[src/rtl/hold_ctrl.sv]
// rtl/hold_ctrl.sv - pipeline hold/flush arbiter with PC redirect and MDU watchdog
// Optional performance counters: define HOLD_CTRL_PERF_EN.
module hold_ctrl #(
    parameter int ADDR_W      = 32,
    parameter int TRAP_CYCLES = 2,
    parameter int MDU_TIMEOUT = 64,
    parameter int CNT_W       = 32
) (
    input  logic              clk,
    input  logic              rst,
    input  logic              jump_flag_i,
    input  logic [ADDR_W-1:0] jump_addr_i,
    input  logic              trap_i,
    input  logic [ADDR_W-1:0] trap_addr_i,
    input  logic              load_use_i,
    input  logic              mdu_start_i,
    input  logic              mdu_done_i,
    input  logic              mem_req_i,
    input  logic              mem_ready_i,
    output logic [2:0]        hold_flag_o,
    output logic              pc_redirect_o,
    output logic [ADDR_W-1:0] pc_redirect_addr_o,
    output logic              mdu_abort_o,
    output logic              busy_o
`ifdef HOLD_CTRL_PERF_EN
    ,
    output logic [CNT_W-1:0]  stall_cnt_o,
    output logic [CNT_W-1:0]  flush_cnt_o
`endif
);

    localparam logic [2:0] H_RUN       = 3'b000;
    localparam logic [2:0] H_FLUSH_IF  = 3'b001;
    localparam logic [2:0] H_FLUSH_ID  = 3'b010;
    localparam logic [2:0] H_BUBBLE    = 3'b011;
    localparam logic [2:0] H_FLUSH_ALL = 3'b100;
    localparam logic [2:0] H_FREEZE    = 3'b101;

    localparam int CMAX = (TRAP_CYCLES > MDU_TIMEOUT) ? TRAP_CYCLES : MDU_TIMEOUT;
    localparam int CW   = $clog2(CMAX + 1);
    localparam logic [CW-1:0] TRAP_LOAD = CW'(TRAP_CYCLES - 1);
    localparam logic [CW-1:0] MDU_LAST  = CW'(MDU_TIMEOUT - 1);
    localparam logic [CW-1:0] ONE       = CW'(1);

    typedef enum logic [1:0] {
        S_RUN,
        S_TRAP_FLUSH,
        S_MDU_WAIT,
        S_MEM_WAIT
    } state_t;

    state_t          state, state_next;
    logic [CW-1:0]   cnt, cnt_next, cnt_inc;
    logic            take_trap;
    logic [2:0]      hold;
    logic            redir, abort;
    logic [ADDR_W-1:0] redir_addr;

    always_ff @(posedge clk) begin
        if (rst) begin
            state <= S_RUN;
            cnt   <= '0;
        end else begin
            state <= state_next;
            cnt   <= cnt_next;
        end
    end

    always_comb begin
        state_next = state;
        cnt_next   = cnt;
        cnt_inc    = (cnt == MDU_LAST) ? cnt : cnt + ONE;
        take_trap  = 1'b0;
        hold       = H_RUN;
        redir      = 1'b0;
        redir_addr = '0;
        abort      = 1'b0;
        case (state)
            S_RUN: begin
                if (trap_i) begin
                    take_trap = 1'b1;
                end else if (jump_flag_i) begin
                    hold       = H_FLUSH_ID;
                    redir      = 1'b1;
                    redir_addr = jump_addr_i;
                end else if (mem_req_i && !mem_ready_i) begin
                    hold       = H_FREEZE;
                    state_next = S_MEM_WAIT;
                end else if (mdu_start_i) begin
                    hold       = H_FREEZE;
                    state_next = S_MDU_WAIT;
                    cnt_next   = '0;
                end else if (load_use_i) begin
                    hold = H_BUBBLE;
                end
            end
            S_TRAP_FLUSH: begin
                // cnt holds the FLUSH_ALL cycles still owed after this one plus one
                hold     = H_FLUSH_ALL;
                cnt_next = cnt - ONE;
                if (cnt == ONE) begin
                    state_next = S_RUN;
                end
            end
            S_MEM_WAIT: begin
                if (mem_ready_i) begin
                    state_next = S_RUN;
                end else begin
                    hold = H_FREEZE;
                end
            end
            S_MDU_WAIT: begin
                if (trap_i) begin
                    abort     = 1'b1;
                    take_trap = 1'b1;
                end else if (mdu_done_i) begin
                    state_next = S_RUN;
                end else begin
                    cnt_next = cnt_inc;
                    if (cnt_inc == MDU_LAST) begin
                        abort      = 1'b1;
                        hold       = H_FLUSH_ALL;
                        state_next = S_RUN;
                    end else begin
                        hold = H_FREEZE;
                    end
                end
            end
            default: state_next = S_RUN;
        endcase
        if (take_trap) begin
            hold       = H_FLUSH_ALL;
            redir      = 1'b1;
            redir_addr = trap_addr_i;
            cnt_next   = TRAP_LOAD;
            state_next = (TRAP_CYCLES > 1) ? S_TRAP_FLUSH : S_RUN;
        end
    end

    // Reset masks every output regardless of the registered state.
    assign hold_flag_o        = rst ? H_RUN : hold;
    assign pc_redirect_o      = !rst && redir;
    assign pc_redirect_addr_o = rst ? '0 : redir_addr;
    assign mdu_abort_o        = !rst && abort;
    assign busy_o             = !rst && (state != S_RUN);

`ifdef HOLD_CTRL_PERF_EN
    always_ff @(posedge clk) begin
        if (rst) begin
            stall_cnt_o <= '0;
            flush_cnt_o <= '0;
        end else begin
            if (hold_flag_o == H_BUBBLE || hold_flag_o == H_FREEZE) begin
                stall_cnt_o <= stall_cnt_o + 1'b1;
            end
            if (hold_flag_o == H_FLUSH_IF || hold_flag_o == H_FLUSH_ID ||
                hold_flag_o == H_FLUSH_ALL) begin
                flush_cnt_o <= flush_cnt_o + 1'b1;
            end
        end
    end
`endif

endmodule

[config.mk]
export PLATFORM = sky130hd
export DESIGN_NAME = hold_ctrl
export DESIGN_NICKNAME = d
export VERILOG_FILES = /design/src/rtl/hold_ctrl.sv
export SDC_FILE = /design/constraint.sdc
export NUM_CORES = 1
export LEC_CHECK = 0
export ABC_AREA = 1
export ABC_CLOCK_PERIOD_IN_PS = 5400
export CORE_ASPECT_RATIO = 1.75
export CORE_MARGIN = 8
export CORE_UTILIZATION = 38
export DETAILED_ROUTE_END_ITERATION = 16
export PLACE_DENSITY = 0.95
export SYNTH_ARGS = -nofsm -noshare
export SYNTH_HDL_FRONTEND = slang
export SYNTH_SLANG_ARGS = --single-unit
[constraint.sdc]
create_clock -name clk -period 5.4 [get_ports clk]
set_input_delay 1.08 -clock clk [delete_from_list [all_inputs] [get_ports clk]]
set_output_delay 1.08 -clock clk [all_outputs]
set_load 0.02 [all_outputs]
==> run summary, run 1 <==
1st-pass router iterations: 4
hold endpoint: state[1]$_SDFFE_PP0P_
layout cells sized above 1: 0.0609
Period Utilization, post-route: 0.822
vias post-DR: 2303
Final GP Congestion: 0.941
# setup viols final: 0
GR peak layer: met2
Syn. warnings: 0
static leakage: 1.06 nW
dpl hpwl: 6.09 mm
CTS sink cnt: 9
Slew @ Worst Pin: 0.612 ns
Final Skew: 0.000488 ns
met2 usage: 0.400
drt total wl: 7.20 mm
Final Slew Violations: 0
M3 GR Usage: 0.111
Ports: 111
Flop pwr share: 0.122
commonest non-fill, non-tap cell in the layout: nand2_1
Via density: 5.20
H-tree levels: 1
Setup Total Neg Slack: 0 ns
Synth cell types: 29
Rel. slew slack: 0.588
post-synthesis register bit count: 9
DRT iter0 DRCs: 107
RR Startpoint: state[0]$_SDFFE_PP0P_
number of gates resized after CTS: 0
first-pass GRT wire length: 11.4 mm
Hold Path Class: flip-flop to flip-flop
GRT Total Usage: 0.217
largest net degree at the start of global routing: 35
vias in the first global route: 2421
sequential area share after synthesis: 0.115
final core utilization: 0.666
Remaining DRCs: 0
r2r worst-path depth: 9
Port Buffers: 110
Skew-Pair Late Insertion Delay: 0.23 ns
worst hold margin: 0.555 ns
Inserted Diodes: 0
P&R area growth vs syn: 72.0%
hold path startpoint: state[1]$_SDFFE_PP0P_
status: finished clean
initial antenna violation count: 0
crit path max fanout: 33
f_max: 225 MHz
clk buf depth: 2
Net Sw Power: 405 µW
filler instances: 361
CP Launch Type: input pin
Die Wd: 64.5 µm
Switching Share: 0.517
Int Power: 378 µW
Chip Height: 101 µm
syn_nets: 374
Worst Path Class, Setup: input pin to output pin
CTS Hold Buffers Added: 0
Core Area: 4030 µm²
Max IR drop VDD: 205 µV
Logic pwr share: 0.777
# nets final: 475
Starting Density: 0.387
worst reg2reg endpoint: state[0]$_SDFFE_PP0P_
Critical Path Source: trap_i
Worst EP arrival: 3.36 ns
met1 global-route usage: 0.194
clk slew on worst S/H paths: 0.05 ns
required time of the worst setup path: 4.32 ns
gr ovfl total: 0
power share of the clock group: 0.101
CTS tree: built
mean routed wirelength per cell: 16.3 µm
Worst Setup End Kind: output pin
full die area: 6500 µm²
P per Cell Area: 292 nW/µm²
post-CTS setup buffer count: 0
flop2flop setup slack: 3.07 ns
post-synthesis cell area: 1560 µm²
synthesized area per cell: 5.31 µm²
cts bufs inserted: 3
Max Cap Violations: 0
cell count after synthesis: 294
clock root cell: clkbuf_8
Final min period: 4.44 ns
num rows: 31
most frequent cells in the layout: 122 x nand2_1, 110 x clkdlybuf4s50_1, 48 x a21oi_1
Final Hold Fails: 0
RSZ-0062 raised after global routing: false
final antenna-violating net count: 0
Worst Hold Depth: 2
==> cells by family (layout without fill, tap and decap cells) <==
kind of cell	count (synthesis)	in the layout	synth area share
compound gates	66	66	0.228
xor+xnor	1	1	0.00561
fa+ha+maj	7	7	0.0561
buf+inv	37	137	0.115
flops	9	9	0.115
simple gates	174	174	0.479
==> critical path, stage by stage <==
cell             delay (ns)
clkdlybuf4s50_1        0.52
nor2_1                 0.23
nand2_1                0.13
inv_2                  0.39
nand2_1                0.14
a21oi_1                0.21
clkdlybuf4s50_1        0.65
==> power by group through the flow <==
stage,clock network (mW),registers (mW),logic (mW)
final,0.0790,0.0957,0.609
after floorplan,0,0.0889,0.385
after global placement,0,0.0963,0.596
after detailed placement,0,0.0964,0.601
after CTS,0.0782,0.0954,0.608
after global routing,0.0850,0.0969,0.668
==> synthesized netlist by cell type <==
| cell | instances | area [µm²] |
|---|---|---|
| nor2_1 | 18 | 67.6 |
| o21ai_1 | 3 | 15.0 |
| o2111ai_1 | 1 | 8.76 |
| o31ai_1 | 3 | 22.5 |
| clkinv_1 | 1 | 3.75 |
| dfxtp_1 | 9 | 180 |
| o21ai_4 | 1 | 16.3 |
| buf_6 | 2 | 22.5 |
| inv_4 | 1 | 6.26 |
| ha_1 | 7 | 87.6 |
| and2_1 | 1 | 6.26 |
| buf_4 | 6 | 45.0 |
| nand3_1 | 14 | 70.1 |
| inv_2 | 2 | 7.51 |
| buf_2 | 1 | 5.00 |
| o21ai_2 | 1 | 8.76 |
| nor3_1 | 1 | 5.00 |
| nor2_2 | 2 | 12.5 |
| nand2_2 | 6 | 37.5 |
| nor3_2 | 1 | 10.0 |
| nand2_1 | 122 | 458 |
| o21ai_0 | 9 | 45.0 |
| nand2_4 | 1 | 11.3 |
| clkbuf_1 | 7 | 26.3 |
| nor2_4 | 4 | 45.0 |
| nand4_1 | 4 | 25.0 |
| xnor2_1 | 1 | 8.76 |
| inv_1 | 17 | 63.8 |
| a21oi_1 | 48 | 240 |
==> metrics by stage <==
stage / power, mW / std cells / area, µm² / setup WS (ns)
after floorplan: 0.474 / 294 / 1560 / 2.35
after global placement: 0.692 / 439 / 2640 / 1.13
after detailed placement: 0.698 / 439 / 2640 / 0.962
after CTS: 0.782 / 443 / 2690 / 0.961
after global routing: 0.849 / 443 / 2690 / 0.759
final: 0.784 / 443 / 2690 / 0.963
==> sequential cells by signal (all words and copies together) (netlist names) <==
signal	flops
cnt	7
state	2
==> layout make-up <==
type | count | area [µm²] | share of cell area
clock buffers | 4 | 45.0 | 0.0168
inverters | 21 | 81.3 | 0.0303
multi-input cells | 248 | 1200 | 0.447
flip-flops and latches | 9 | 180 | 0.0671
well taps | 49 | 61.3 | 0.0228
repair buffers | 112 | 1120 | 0.416
==> worst max path at each step <==
stage               cells after the start                      to  slack [ns]
floorplan                               6  pc_redirect_addr_o[10]        2.35
global placement                        7  pc_redirect_addr_o[16]        1.13
detailed placement                      7  pc_redirect_addr_o[16]        0.96
CTS                                     7  pc_redirect_addr_o[16]        0.96
global route                            7  pc_redirect_addr_o[16]        0.76
finish                                  7  pc_redirect_addr_o[16]        0.96
==> per-layer routing <==
layer / part of all wire / wire length (µm)
met4: 0.031 / 226
met2: 0.51 / 3640
met1: 0.32 / 2340
met5: 0 / 0
met3: 0.14 / 991
No activity file was read; power rests on OpenSTA's default activity.
==> inputs of run 2 (changes only) <==
- ABC_CLOCK_PERIOD_IN_PS: 5400 -> 4550
- CORE_UTILIZATION: 38 -> 36
- PLACE_DENSITY: 0.95 -> 0.91
- clock period: 5.4 -> 4.55 ns (I/O delays scaled with it)
==> run 2 against run 1 <==
Die area rose by 4.4%; highest routed layer unchanged; largest cell class unchanged; total power increased by 20%; wire length barely moved; critical path type unchanged; sequential power increased by 18%; hold slack got worse by 0.011 ns.
==> run summary, run 2 (synthesis results as in run 1) <==
gr ovfl total: 0 (unchanged)
full die area: 6780 µm² (+4.4%)
Die Wd: 65.8 µm (+2.1%)
met1 global-route usage: 0.184 (-0.00979)
Net Sw Power: 485 µW (+20%)
biggest registers after layout: cnt x7, state x2
first-pass GRT wire length: 11.5 mm (+1.2%)
number of gates resized after CTS: 0 (unchanged)
required time of the worst setup path: 3.64 ns (-0.68 ns)
Logic pwr share: 0.780 (+0.003)
Worst Path Class, Setup: input pin to output pin
Worst EP arrival: 3.16 ns (-0.20 ns)
max FFs per register: 7 (unchanged)
# setup viols final: 0 (unchanged)
post-CTS setup buffer count: 0 (unchanged)
H-tree levels: 1 (unchanged)
clock root cell: clkbuf_8
Final min period: 4.07 ns
dpl hpwl: 6.07 mm (-0.37%)
CTS Hold Buffers Added: 0 (unchanged)
Inserted Diodes: 0 (unchanged)
largest net degree at the start of global routing: 34 (-2.9%)
Chip Height: 103 µm (+2.3%)
num rows: 31 (unchanged)
Via density: 5.23 (+0.54%)
Int Power: 454 µW (+20%)
Flop pwr share: 0.120 (-0.002)
mean routed wirelength per cell: 16.2 µm (-0.41%)
Power Total: 939 µW (+20%)
drt total wl: 7.20 mm (about the same)
Max Cap Violations: 0 (unchanged)
1st-pass router iterations: 4 (unchanged)
layout cells sized above 1: 0.0657 (+0.00474)
CTS sink cnt: 9 (unchanged)
status: finished clean
clk slew on worst S/H paths: 0.04 ns (about the same)
final core utilization: 0.651 (-0.0150)
final antenna-violating net count: 0 (unchanged)
GRT Total Usage: 0.216 (-0.000969)
cts bufs inserted: 3 (unchanged)
Final GP Congestion: 0.961 (+2.2%)
Skew-Pair Late Insertion Delay: 0.23 ns (about the same)
M3 GR Usage: 0.109 (-0.00254)
Hold Path Class: flip-flop to flip-flop
Starting Density: 0.376 (-0.0109)
f_max: 246 MHz
Period Utilization, post-route: 0.894
Remaining DRCs: 0 (unchanged)
RSZ-0062 raised after global routing: false
P per Cell Area: 348 nW/µm² (+19%)
Max IR drop VDD: 224 µV (+9.2%)
commonest non-fill, non-tap cell in the layout: nand2_1
CTS tree: built
DRT iter0 DRCs: 115 (+7.5%)
Final Slew Violations: 0 (unchanged)
Final Hold Fails: 0 (unchanged)
Rel. slew slack: 0.352 (-0.236)
vias in the first global route: 2462 (+1.7%)
P&R area growth vs syn: 72.9%
Final Skew: 0.00183 ns (+0.00134 ns)
Worst Setup End Kind: output pin
Core Area: 4150 µm² (+2.9%)
initial antenna violation count: 0 (unchanged)
crit path max fanout: 33 (unchanged)
Slew @ Worst Pin: 0.962 ns (+0.350 ns)
static leakage: 1.07 nW (+0.92%)
GR peak layer: met2
# nets final: 477 (+0.42%)
Setup Total Neg Slack: 0 ns (unchanged)
power share of the clock group: 0.100 (about the same)
Switching Share: 0.516 (-0.000744)
Port Buffers: 110 (unchanged)
Reg with most FFs: cnt
CP Launch Type: input pin
vias post-DR: 2326 (+1.0%)
Ports: 111 (unchanged)
most frequent cells in the layout: 122 x nand2_1, 110 x clkdlybuf4s50_1, 48 x a21oi_1
clk buf depth: 2 (unchanged)
met2 usage: 0.406 (+0.00649)
==> run 2: cell types whose count changed in the layout (fill, tap and decap cells not counted) <==
cell and delta:
buf_4 +2
==> run 2: path summary, 6_finish.rpt <==
kind	slack, ns	end	startpoint	cells past startpoint
hold reg to reg	0.54	cnt[5]$_SDFFE_PP0P_	cnt[5]$_SDFFE_PP0P_	2
hold / removal	0.54	cnt[5]$_SDFFE_PP0P_	cnt[5]$_SDFFE_PP0P_	2
setup reg to reg	2.22	state[0]$_SDFFE_PP0P_	state[0]$_SDFFE_PP0P_	9
setup / recovery	0.48	pc_redirect_addr_o[20]	trap_i	7
==> run 2: power by group through the flow <==
| stage | Combinational, mW | Clock [mW] | Sequential, mW |
|---|---|---|---|
| final | 0.733 | 0.0937 | 0.113 |
| after global routing | 0.801 | 0.0999 | 0.114 |
| after CTS | 0.731 | 0.0947 | 0.112 |
| after detailed placement | 0.726 | 0 | 0.114 |
| after global placement | 0.717 | 0 | 0.113 |
| after floorplan | 0.456 | 0 | 0.106 |
==> run 2: final cells by class <==
class	instances	area, µm²
well taps	49	61.3
clock buffers	4	45.0
flip-flops and latches	9	180
inverters	21	81.3
repair buffers	114	1130
fillers	361	1450
multi-input cells	248	1200
==> run 2: critical path, stage by stage <==
cell and delay [ns]:
clkdlybuf4s50_1 0.51, nor2_1 0.22, nand2_1 0.13, inv_2 0.40, nand2_1 0.12, a21oi_1 0.19, clkdlybuf4s50_1 0.66
==> run 2: routing by layer <==
metal | vias to the layer above | share of wire
met2 | 134 | 0.50
met5 | - | 0
li1 | 1152 | -
met1 | 1021 | 0.34
met3 | 19 | 0.13
met4 | 0 | 0.030
==> run 2: per-stage QoR <==
stage | instance area, µm² | std cells | hold WS, ns | setup WS, ns
after global placement | 2660 | 441 | 0.527 | 0.568
after CTS | 2700 | 445 | 0.540 | 0.479
final | 2700 | 445 | 0.544 | 0.481
after global routing | 2700 | 445 | 0.580 | 0.261
after detailed placement | 2660 | 441 | 0.533 | 0.493
after floorplan | 1560 | 294 | 0.496 | 1.84
